[config.mk]
export PLATFORM = sky130hd
export DESIGN_NAME = rom_loader_flat
export DESIGN_NICKNAME = d
export VERILOG_FILES = /design/src/rtl/rom_loader_pkg.sv /design/src/rtl/rom_loader_if.sv /design/src/rtl/rom_loader_reset_stretch.sv /design/src/rtl/rom_loader.sv /design/src/flat_wrapper.sv
export SDC_FILE = /design/constraint.sdc
export NUM_CORES = 1
export LEC_CHECK = 0
export CAP_MARGIN = 20
export CORE_ASPECT_RATIO = 0.5
export CORE_MARGIN = 2
export CORE_UTILIZATION = 42
export CTS_BUF_LIST = sky130_fd_sc_hd__clkbuf_4 sky130_fd_sc_hd__clkbuf_8
export DETAILED_ROUTE_END_ITERATION = 7
export GPL_TIMING_DRIVEN = 0
export PLACE_DENSITY = 0.88
export SLEW_MARGIN = 5
export SYNTH_ARGS = -nofsm -noshare
export SYNTH_HDL_FRONTEND = slang
export SYNTH_SLANG_ARGS = --single-unit
[constraint.sdc]
create_clock -name clk_sys -period 1.9 [get_ports clk_sys]
set_input_delay 0.38 -clock clk_sys [delete_from_list [all_inputs] [get_ports clk_sys]]
set_output_delay 0.38 -clock clk_sys [all_outputs]
set_load 0.03 [all_outputs]
[src/rtl/rom_loader_pkg.sv]
// Shared types and defaults for the ROM loader: FSM state encoding, download
// index constants and the byte-enable helper used when packing bytes into words.
package loader_pkg;

    typedef enum logic [0:0] {
        IDLE = 1'b0,
        WAIT = 1'b1
    } load_state_e;

    localparam logic [7:0] ROM_INDEX_DEF    = 8'd0;
    localparam logic [7:0] DIP_INDEX_DEF    = 8'd254;
    localparam int         RESET_CYCLES_DEF = 65535;

    // Odd byte addresses land in the upper byte lane of the 16-bit word.
    function automatic logic [1:0] byte_en(input logic a0);
        return {a0, ~a0};
    endfunction

endpackage

[src/rtl/rom_loader_if.sv]
// HPS download bus and SDRAM write-port signals seen by the ROM loader.
// master = host/SDRAM side, slave = the loader itself.
interface rom_loader_if;

    logic        ioctl_download;
    logic [7:0]  ioctl_index;
    logic        ioctl_wr;
    logic [24:0] ioctl_addr;
    logic [7:0]  ioctl_dout;
    logic        ioctl_wait;

    logic        sdr_req;
    logic        sdr_ack;
    logic [22:0] sdr_a;
    logic [1:0]  sdr_ds;
    logic [15:0] sdr_d;
    logic        sdr_we;

    modport master (
        output ioctl_download, ioctl_index, ioctl_wr, ioctl_addr, ioctl_dout, sdr_ack,
        input  ioctl_wait, sdr_req, sdr_a, sdr_ds, sdr_d, sdr_we
    );

    modport slave (
        input  ioctl_download, ioctl_index, ioctl_wr, ioctl_addr, ioctl_dout, sdr_ack,
        output ioctl_wait, sdr_req, sdr_a, sdr_ds, sdr_d, sdr_we
    );

endinterface

[src/rtl/rom_loader_reset_stretch.sv]
// Core reset stretcher: reloads while i_load is high, otherwise counts down to
// zero and holds; o_core_reset is the registered "counter non-zero" flag.
module reset_stretch #(
    parameter int RESET_CYCLES = 65535
) (
    input  logic clk_sys,
    input  logic rst_n,
    input  logic i_load,
    output logic o_core_reset
);

    localparam int            CW       = (RESET_CYCLES < 1) ? 1 : $clog2(RESET_CYCLES + 1);
    localparam logic [CW-1:0] LOAD_VAL = CW'(RESET_CYCLES);
    localparam logic [CW-1:0] ZERO     = CW'(0);
    localparam logic [CW-1:0] ONE      = CW'(1);

    logic [CW-1:0] r_cnt;
    logic          r_core_reset;

    // Counter and its registered non-zero flag.
    always_ff @(posedge clk_sys) begin
        if (!rst_n) begin
            r_cnt        <= LOAD_VAL;
            r_core_reset <= 1'b1;
        end else begin
            if (i_load) begin
                r_cnt <= LOAD_VAL;
            end else if (r_cnt != ZERO) begin
                r_cnt <= r_cnt - ONE;
            end else begin
                r_cnt <= ZERO;
            end
            r_core_reset <= (r_cnt != ZERO);
        end
    end

    assign o_core_reset = r_core_reset;

endmodule

[src/rtl/rom_loader.sv]
// Streams HPS ROM download bytes into the SDRAM write port with a toggle
// handshake, captures DIP bytes, and holds the core in reset until a ROM is loaded.
module rom_loader
    import loader_pkg::*;
#(
    parameter logic [7:0] ROM_INDEX    = ROM_INDEX_DEF,
    parameter logic [7:0] DIP_INDEX    = DIP_INDEX_DEF,
    parameter int         RESET_CYCLES = RESET_CYCLES_DEF
) (
    input  logic        clk_sys,
    input  logic        rst_n,
    input  logic        user_reset,
    rom_loader_if.slave ldr,
    output logic [7:0]  dip_sw0,
    output logic [7:0]  dip_sw1,
    output logic        rom_loaded,
    output logic        core_reset,
    output logic        overrun
);

    load_state_e r_state;
    load_state_e w_state_nxt;

    logic        r_wr_prev;
    logic        r_dl_prev;
    logic        r_wait;
    logic        r_req;
    logic [22:0] r_sdr_a;
    logic [1:0]  r_sdr_ds;
    logic [15:0] r_sdr_d;
    logic [7:0]  r_dip0;
    logic [7:0]  r_dip1;
    logic        r_accepted;
    logic        r_load_pend;
    logic        r_rom_loaded;
    logic        r_overrun;

    logic w_wr_edge;
    logic w_rom_sel;
    logic w_rom_wr;
    logic w_dip_wr;
    logic w_dl_rise;
    logic w_dl_fall;
    logic w_load_req;
    logic w_load_now;
    logic w_accept;
    logic w_drop;
    logic w_wait_nxt;
    logic w_stretch_load;

    assign w_wr_edge  = ldr.ioctl_wr & ~r_wr_prev;
    assign w_rom_sel  = ldr.ioctl_download & (ldr.ioctl_index == ROM_INDEX);
    assign w_rom_wr   = w_wr_edge & w_rom_sel & ~ldr.ioctl_addr[24];
    assign w_dip_wr   = w_wr_edge & (ldr.ioctl_index == DIP_INDEX)
                        & (ldr.ioctl_addr[24:1] == 24'd0);
    assign w_dl_rise  = ldr.ioctl_download & ~r_dl_prev;
    assign w_dl_fall  = ~ldr.ioctl_download & r_dl_prev;
    // A load seen while a transfer is still in flight is parked until the FSM is idle.
    assign w_load_req = (w_dl_fall & (ldr.ioctl_index == ROM_INDEX) & r_accepted) | r_load_pend;
    assign w_load_now = w_load_req & (r_state == IDLE);

    // FSM state register.
    always_ff @(posedge clk_sys) begin
        if (!rst_n) begin
            r_state <= IDLE;
        end else begin
            r_state <= w_state_nxt;
        end
    end

    // FSM next-state: leave WAIT once the acknowledge toggle catches up.
    always_comb begin
        w_state_nxt = r_state;
        case (r_state)
            IDLE: begin
                if (w_rom_wr) w_state_nxt = WAIT;
                else          w_state_nxt = IDLE;
            end
            WAIT: begin
                if (ldr.sdr_ack == r_req) w_state_nxt = IDLE;
                else                      w_state_nxt = WAIT;
            end
            default: w_state_nxt = IDLE;
        endcase
    end

    // FSM outputs: accept or drop ROM bytes; hold wait one cycle past the return to IDLE.
    always_comb begin
        w_accept   = 1'b0;
        w_drop     = 1'b0;
        case (r_state)
            IDLE: begin
                w_accept = w_rom_wr;
                w_drop   = 1'b0;
            end
            WAIT: begin
                w_accept = 1'b0;
                w_drop   = w_rom_wr;
            end
            default: begin
                w_accept = 1'b0;
                w_drop   = 1'b0;
            end
        endcase
        w_wait_nxt = (r_state == WAIT) | (w_state_nxt == WAIT);
    end

    // Datapath, DIP capture, session tracking and sticky status flags.
    always_ff @(posedge clk_sys) begin
        if (!rst_n) begin
            r_wr_prev    <= 1'b0;
            r_dl_prev    <= 1'b0;
            r_wait       <= 1'b0;
            r_req        <= 1'b0;
            r_sdr_a      <= 23'd0;
            r_sdr_ds     <= 2'd0;
            r_sdr_d      <= 16'd0;
            r_dip0       <= 8'hFF;
            r_dip1       <= 8'hFF;
            r_accepted   <= 1'b0;
            r_load_pend  <= 1'b0;
            r_rom_loaded <= 1'b0;
            r_overrun    <= 1'b0;
        end else begin
            r_wr_prev <= ldr.ioctl_wr;
            r_dl_prev <= ldr.ioctl_download;
            r_wait    <= w_wait_nxt;

            if (w_accept) begin
                r_sdr_a  <= ldr.ioctl_addr[23:1];
                r_sdr_ds <= byte_en(ldr.ioctl_addr[0]);
                r_sdr_d  <= {ldr.ioctl_dout, ldr.ioctl_dout};
                r_req    <= ~r_req;
            end else begin
                r_req    <= r_req;
            end

            if (w_drop) r_overrun <= 1'b1;
            else        r_overrun <= r_overrun;

            if (w_dip_wr && ldr.ioctl_addr[0]) begin
                r_dip1 <= ldr.ioctl_dout;
            end else if (w_dip_wr) begin
                r_dip0 <= ldr.ioctl_dout;
            end else begin
                r_dip0 <= r_dip0;
            end

            // A new session forgets earlier bytes unless one arrives on that very edge.
            if (w_accept)       r_accepted <= 1'b1;
            else if (w_dl_rise) r_accepted <= 1'b0;
            else                r_accepted <= r_accepted;

            if (w_load_now)      r_load_pend <= 1'b0;
            else if (w_load_req) r_load_pend <= 1'b1;
            else                 r_load_pend <= r_load_pend;

            if (w_load_now) r_rom_loaded <= 1'b1;
            else            r_rom_loaded <= r_rom_loaded;
        end
    end

    assign w_stretch_load = user_reset | ~r_rom_loaded | w_rom_sel;

    reset_stretch #(
        .RESET_CYCLES (RESET_CYCLES)
    ) u_reset_stretch (
        .clk_sys      (clk_sys),
        .rst_n        (rst_n),
        .i_load       (w_stretch_load),
        .o_core_reset (core_reset)
    );

    assign ldr.ioctl_wait = r_wait;
    assign ldr.sdr_req    = r_req;
    assign ldr.sdr_a      = r_sdr_a;
    assign ldr.sdr_ds     = r_sdr_ds;
    assign ldr.sdr_d      = r_sdr_d;
    assign ldr.sdr_we     = w_rom_sel;
    assign dip_sw0        = r_dip0;
    assign dip_sw1        = r_dip1;
    assign rom_loaded     = r_rom_loaded;
    assign overrun        = r_overrun;

endmodule

[src/flat_wrapper.sv]
// flat-port wrapper written by rule: the top's interface ports become plain ports
module rom_loader_flat import loader_pkg::*;
#(
    parameter logic [7:0] ROM_INDEX    = ROM_INDEX_DEF,
    parameter logic [7:0] DIP_INDEX    = DIP_INDEX_DEF,
    parameter int         RESET_CYCLES = RESET_CYCLES_DEF
)
  (clk_sys, rst_n, user_reset, dip_sw0, dip_sw1, rom_loaded, core_reset, overrun, ldr_ioctl_download, ldr_ioctl_index, ldr_ioctl_wr, ldr_ioctl_addr, ldr_ioctl_dout, ldr_sdr_ack, ldr_ioctl_wait, ldr_sdr_req, ldr_sdr_a, ldr_sdr_ds, ldr_sdr_d, ldr_sdr_we);
  rom_loader_if ldr_i ();
  input  logic clk_sys;
  input  logic rst_n;
  input  logic user_reset;
  output logic [7:0] dip_sw0;
  output logic [7:0] dip_sw1;
  output logic rom_loaded;
  output logic core_reset;
  output logic overrun;
  input wire logic [$bits(ldr_i.ioctl_download)-1:0] ldr_ioctl_download;
  input wire logic [$bits(ldr_i.ioctl_index)-1:0] ldr_ioctl_index;
  input wire logic [$bits(ldr_i.ioctl_wr)-1:0] ldr_ioctl_wr;
  input wire logic [$bits(ldr_i.ioctl_addr)-1:0] ldr_ioctl_addr;
  input wire logic [$bits(ldr_i.ioctl_dout)-1:0] ldr_ioctl_dout;
  input wire logic [$bits(ldr_i.sdr_ack)-1:0] ldr_sdr_ack;
  output wire logic [$bits(ldr_i.ioctl_wait)-1:0] ldr_ioctl_wait;
  output wire logic [$bits(ldr_i.sdr_req)-1:0] ldr_sdr_req;
  output wire logic [$bits(ldr_i.sdr_a)-1:0] ldr_sdr_a;
  output wire logic [$bits(ldr_i.sdr_ds)-1:0] ldr_sdr_ds;
  output wire logic [$bits(ldr_i.sdr_d)-1:0] ldr_sdr_d;
  output wire logic [$bits(ldr_i.sdr_we)-1:0] ldr_sdr_we;
  assign ldr_i.ioctl_download = ldr_ioctl_download;
  assign ldr_i.ioctl_index = ldr_ioctl_index;
  assign ldr_i.ioctl_wr = ldr_ioctl_wr;
  assign ldr_i.ioctl_addr = ldr_ioctl_addr;
  assign ldr_i.ioctl_dout = ldr_ioctl_dout;
  assign ldr_i.sdr_ack = ldr_sdr_ack;
  assign ldr_ioctl_wait = ldr_i.ioctl_wait;
  assign ldr_sdr_req = ldr_i.sdr_req;
  assign ldr_sdr_a = ldr_i.sdr_a;
  assign ldr_sdr_ds = ldr_i.sdr_ds;
  assign ldr_sdr_d = ldr_i.sdr_d;
  assign ldr_sdr_we = ldr_i.sdr_we;
  rom_loader #(.ROM_INDEX(ROM_INDEX), .DIP_INDEX(DIP_INDEX), .RESET_CYCLES(RESET_CYCLES)) u_core (.clk_sys(clk_sys), .rst_n(rst_n), .user_reset(user_reset), .ldr(ldr_i), .dip_sw0(dip_sw0), .dip_sw1(dip_sw1), .rom_loaded(rom_loaded), .core_reset(core_reset), .overrun(overrun));
endmodule
After elaboration in Yosys (flattened, before gate mapping)
Cells that the tools add are included.
{ "totals": {"reg_bits": 83, "inputBits": 47, "output_inout_bits": 63, "word_cells": 60} }
{ "op_classes": {"n_addsub": 1, "eq_ne": 2, "n_mux": 8, "bitwise": 25, "reduce_logical": 8} }
{ "ops": {"columns": ["operator", "count"], "rows": [
  ["$logic_not A24 Y1", 1],
  ["$mux W16", 1],
  ["$reduce_bool A16 Y1", 1],
  ["$sub A16 B1 Y16 const B", 1],
  ["$and A1 B1 Y1", 11],
  ["$not A1 Y1", 10],
  ["$eq A8 B8 Y1 const B", 1],
  ["$logic_not A8 Y1", 1],
  ["$pmux W1 S2", 3],
  ["$mux W1", 4],
  ["$or A1 B1 Y1", 4],
  ["$reduce_or A2 Y1", 2],
  ["$reduce_and A2 Y1", 1],
  ["$reduce_bool A2 Y1", 1],
  ["$eq A1 B1 Y1", 1],
  ["$logic_and A1 B1 Y1", 1]
]} }

Longest topological paths before layout
{ "logic_depth": {"ltp_word": 7, "depth_mapped": 7} }

Cells and area by module
A second synthesis with hierarchy kept.
{ "unflattened": {"hier_cells": 348, "hier_area_um2": 3174.3} }
{ "by_module_without_submodules": {"columns": ["module", "instances", "cells_per_inst", "area_each_um2", "seq_area_each_um2"], "rows": [
  ["rom_loader", 1, 264, 2396.0, 1161.1],
  ["reset_stretch", 1, 84, 778.2, 340.3]
]} }

Least setup slack after synthesis
OpenSTA, ideal clock, no wires.
{ "synth_path": {"path_kind": "input to register", "from": "input ldr_ioctl_addr[24]", "to": "register u_core.r_dip0[0] (netlist: u_core.dip_sw0[0])", "setup_time_ps": 130, "t_arrival_ps": 1707, "t_required_ps": 1770, "setup_slack_ps": 63, "path_stages": 5, "n_path_buf": 0, "cell_sequence": "or3b_1 -> nand3b_4 -> nor4_4 -> mux2i_1 -> nand2_1"} }
{ "synth_via": {"elab_chain_len": 5} }
{ "synth_lines": {"columns": ["item", "line_no", "text"], "rows": [
  ["from (decl)", "flat_wrapper.sv:21", "input wire logic [$bits(ldr_i.ioctl_addr)-1:0] ldr_ioctl_addr;"],
  ["$logic_not A24 Y1 *", "rom_loader.sv:55", "& (ldr.ioctl_addr[24:1] == 24'd0);"],
  ["$and A1 B1 Y1 *", "rom_loader.sv:55", null],
  ["$logic_and A1 B1 Y1", "rom_loader.sv:141", "if (w_dip_wr && ldr.ioctl_addr[0]) begin"],
  ["$not A1 Y1 (no line)", null, null],
  ["$reduce_and A2 Y1 (no line) *", null, null],
  ["to (signal assigned)", "rom_loader.sv:144", "r_dip0 <= ldr.ioctl_dout;"],
  ["to (signal assigned)", "rom_loader.sv:146", "r_dip0 <= r_dip0;"],
  ["to (decl)", "rom_loader.sv:31", "logic [7:0] r_dip0;"]
]} }
Mark *: on every way between the ends. The rest lies on a longest branch, timed or not.
A chain may end at the register's enable or synchronous reset.

Final worst setup path
{ "layout_path": {"from": "input ldr_ioctl_index[2]", "to": "register u_core.r_sdr_a[6] (netlist: u_core.ldr.sdr_a[6])"} }
{ "layout_via": {"elab_chain_len": 5} }
{ "layout_lines": {"columns": ["item", "line_no", "text"], "rows": [
  ["from (decl)", "flat_wrapper.sv:19", "input wire logic [$bits(ldr_i.ioctl_index)-1:0] ldr_ioctl_index;"],
  ["$logic_not A8 Y1", "rom_loader.sv:52", "assign w_rom_sel = ldr.ioctl_download & (ldr.ioctl_index == ROM_INDEX);"],
  ["$and A1 B1 Y1", "rom_loader.sv:52", null],
  ["$and A1 B1 Y1 (2 in series)", "rom_loader.sv:53", "assign w_rom_wr = w_wr_edge & w_rom_sel & ~ldr.ioctl_addr[24];"],
  ["$pmux W1 S2", "rom_loader.sv:91", "case (r_state)"],
  ["to (signal assigned)", "rom_loader.sv:130", "r_sdr_a <= ldr.ioctl_addr[23:1];"],
  ["to (decl)", "rom_loader.sv:28", "logic [22:0] r_sdr_a;"]
]} }
Every way passes these cells.

==> flow_metrics.tcl <==
set metrics [dict create \
    status "complete, no violations" \
    fin_crit_sh_pct 98.9 \
    relSlewSlack_pct 64.6 \
    startpoint_type "input pin" \
    avgRoutedWirePerCell_um 17.1 \
    worstMarginPinSlew_ns 0.531 \
    syn2layout_area_growth_pct 53.7 \
    avgViaCountPerCell 5.43 \
    place_ws_ns -0.741 \
    rsz0062_at_grt "true" \
    rows 22 \
    clkTransAtPathRegs_ns 0.08 \
    irDropWorstVdd_v 0.000397 \
    maxCapViolations 0 \
    clk_latency_ns 0.35 \
    grt.overflow.total 0 \
    cts_tree "done" \
    die_y_um 64.6 \
    arrival_ns 2.13 \
    drive_gt1_share_pct 14.7 \
    worst_setup_path_end_kind "flip-flop" \
    ios 110 \
    postSynthCellCount 337 \
    cts_buffer_depth 2 \
    cp_max_fo 7 \
    fin_skew_ns 0.00898 \
    cts-root-buf "clkbuf_8" \
    syn_area_mm2 0.00309 \
    grt_pass1_wl_mm 14.3 \
    io_buffers 109 \
    power_density_mw_per_mm2 630 \
    crit_slowest_cell "nor4_4" \
    ys_seq_area_share_pct 48.6 \
    fmax_mhz 532 \
    cts_hold_buffers 0 \
    grt_pass1_vias 2965 \
    ys_seq_elements 75 \
    cts_sinks 75 \
    drt_iter0_drc 214 \
    synth_fp_nets 386 \
    wl_mm 9.67 \
    fillers 509 \
    leakage_uw 0.00199 \
    met2_length_mm 4.80 \
    syn_area_per_cell_um2 9.16 \
    cpPeakStageDelay_ns 0.37 \
    fin_ws_ns 0.0201 \
    drcViolationCount 0 \
    setup_viol 0 \
    cts_inserted_buffers 9 \
    dp_hpwl_mm 6.06 \
    crit_required_ns 2.15 \
    place_congestion 0.805 \
    ys_types 39 \
    initial_utilization_pct 42.8 \
    grt_max_degree 13 \
    power_frac_seq_pct 52.6 \
    core_mm2 0.00721 \
    top_layer_used "met4" \
    p_sw_share_pct 23.1 \
    switchingPower_uw 692 \
    postRouteAntennaNets 0 \
    met3_length_um 625 \
    criticalPathCategory "input pin to flip-flop" \
    p_clk_share_pct 40.9 \
    vias 3079 \
    die_w_um 125 \
    wirelength_met1_mm 3.88 \
    crit_chain "dlygate4sd2_1, nor4_4, nand3_2, nor3_4, buf_4, buf_8, nand3_1, o21ai_0" \
    hold_ws_ns 0.319 \
    intPower_uw 2300 \
    slew_violations 0 \
    grt_use_total_pct 22.4 \
    antenna_found_initial 1 \
    finalCriticalPeriod_ns 1.88 \
    hold_class "input pin to flip-flop" \
    pwr-share-comb_pct 6.5 \
    yosys_warnings 0 \
    die_area_mm2 0.00810 \
    nets 515 \
    cts_htree_levels 3 \
    drt_pre_antenna_iters 5 \
    hold_viol 0 \
]
synth_stat cells:
cell type / instances / area share (%)
nor2_1: 10 / 1.2
nor3b_1: 1 / 0.24
inv_1: 4 / 0.49
o21a_1: 2 / 0.49
nand3b_1: 1 / 0.24
nor4_1: 6 / 1.2
buf_4: 10 / 2.4
and4_1: 1 / 0.28
or4_4: 2 / 0.73
nor4_2: 1 / 0.41
a31oi_1: 1 / 0.20
nor3b_2: 1 / 0.41
xor2_1: 6 / 1.7
or3_4: 1 / 0.36
xnor2_1: 8 / 2.3
nor4_4: 4 / 2.8
nand4_4: 1 / 0.69
or3b_1: 1 / 0.28
and4bb_2: 1 / 0.41
and2b_1: 1 / 0.24
nand2b_1: 2 / 0.41
buf_2: 1 / 0.16
nand3_1: 34 / 5.5
nor3_1: 4 / 0.65
o211ai_1: 1 / 0.24
and2_1: 3 / 0.61
mux2i_1: 17 / 5.5
o21ai_1: 10 / 1.6
nand3b_4: 1 / 0.65
nor3_4: 1 / 0.53
nor3_2: 2 / 0.65
nand2_1: 60 / 7.3
a21oi_1: 4 / 0.65
dfxtp_1: 75 / 49
o21ai_0: 37 / 6.0
nor2b_1: 3 / 0.61
clkbuf_1: 16 / 1.9
nor4b_2: 1 / 0.49
ha_1: 2 / 0.81
power by group through the flow:
stage | Combinational [uW] | Sequential, uW | Clock [uW]
CTS | 187 | 1570 | 1200
finish | 194 | 1570 | 1220
global route | 202 | 1570 | 1310
global placement | 176 | 1610 | 0
detailed placement | 179 | 1610 | 0
floorplan | 44.0 | 1610 | 0
cells in the final DEF, fill, tap and decap left out, types with 3 or more instances in the layout:
cell,netlist,final
clkdlybuf4s50_1,0,76
dfxtp_1,75,74
nand2_1,60,59
nand3_1,34,33
o21ai_0,37,32
dlymetal6s2s_1,0,23
mux2i_1,17,17
buf_4,10,16
o21ai_1,10,15
clkbuf_1,16,11
nor2_1,10,10
clkbuf_8,0,10
dlygate4sd2_1,0,9
xnor2_1,8,8
nor4_4,4,7
xor2_1,6,6
clkbuf_2,0,5
a21oi_1,4,4
inv_1,4,3
nor3_2,2,3
nor2b_1,3,3
and2_1,3,3
clkinv_2,0,3
per-stage QoR:
step	utilization (%)	instances	setup TNS, ns	total power, uW	instance area, um^2
after floorplan	-	337	0	1650	3090
after global placement	59.6	542	-41.16	1790	4300
after detailed placement	59.6	542	-41.87	1790	4300
after CTS	64.2	565	0	2960	4630
after global routing	65.8	567	-0.106	3080	4750
final	65.8	567	0	2990	4750
worst max-delay path, delay by kind of cell:
family / cells / cell delay (ns)
AO/OA/AOI/OAI: 1 / 0.14
buffers and inverters: 3 / 0.65
AND/OR/NAND/NOR: 4 / 0.95
state kept, by name (all words and copies together) (netlist names), 2 cells and up:
register / flops
u_core.ldr.sdr_d: 8
u_core.u_reset_stretch.r_cnt: 16
u_core.ldr.sdr_ds: 2
u_core.dip_sw0: 8
u_core.ldr.sdr_a: 23
u_core.dip_sw1: 8
routing by layer:
layer	vias to the layer above	GRT usage (%)
met2	154	39.1
met5	-	0
met4	0	11.8
met1	1475	25.0
met3	38	7.02
li1	1412	-
final cells by class:
class                   instances  area, um^2  area share, %
diodes                          1        2.50         0.0527
plain buffers                  26         153           3.22
clock buffers                  10         138           2.90
clock inverters                 5        53.8           1.13
inverters                       4        15.0          0.316
multi-input cells             231        1520           32.0
flip-flops and latches         75        1500           31.7
well taps                      96         120           2.53
repair buffers                119        1240           26.2
final timing paths:
kind	start	endpoint	slack (ns)	cells past startpoint
max	ldr_ioctl_index[2]	u_core.ldr.sdr_a[6]	0.02	8
min reg2reg	u_core.ldr.sdr_a[11]	u_core.ldr.sdr_a[11]	0.47	2
max reg2reg	u_core.r_wr_prev	u_core.ldr.sdr_a[6]	0.03	7
min	ldr_ioctl_addr[20]	u_core.ldr.sdr_a[19]	0.32	3
timing repair:
item	4_1_cts	5_1_grt
hold endpoints to repair	0	0
buffers inserted	8	1
gates resized for setup	31	43
cloned	0	1
pin swaps	8	14
endpoints found under the setup margin	66	69
cells by family (layout without fill, tap and decap cells):
family	after synthesis	count (layout)	synth area share, %
compound gates	55	55	9.20
xor+xnor	14	14	3.97
fa+ha+maj	2	2	0.810
buf+inv	31	164	5.02
flops	75	75	48.6
mux	17	17	5.51
other cells	0	1	0
simple gates	143	143	26.9
No activity file was read; power rests on OpenSTA's default activity.
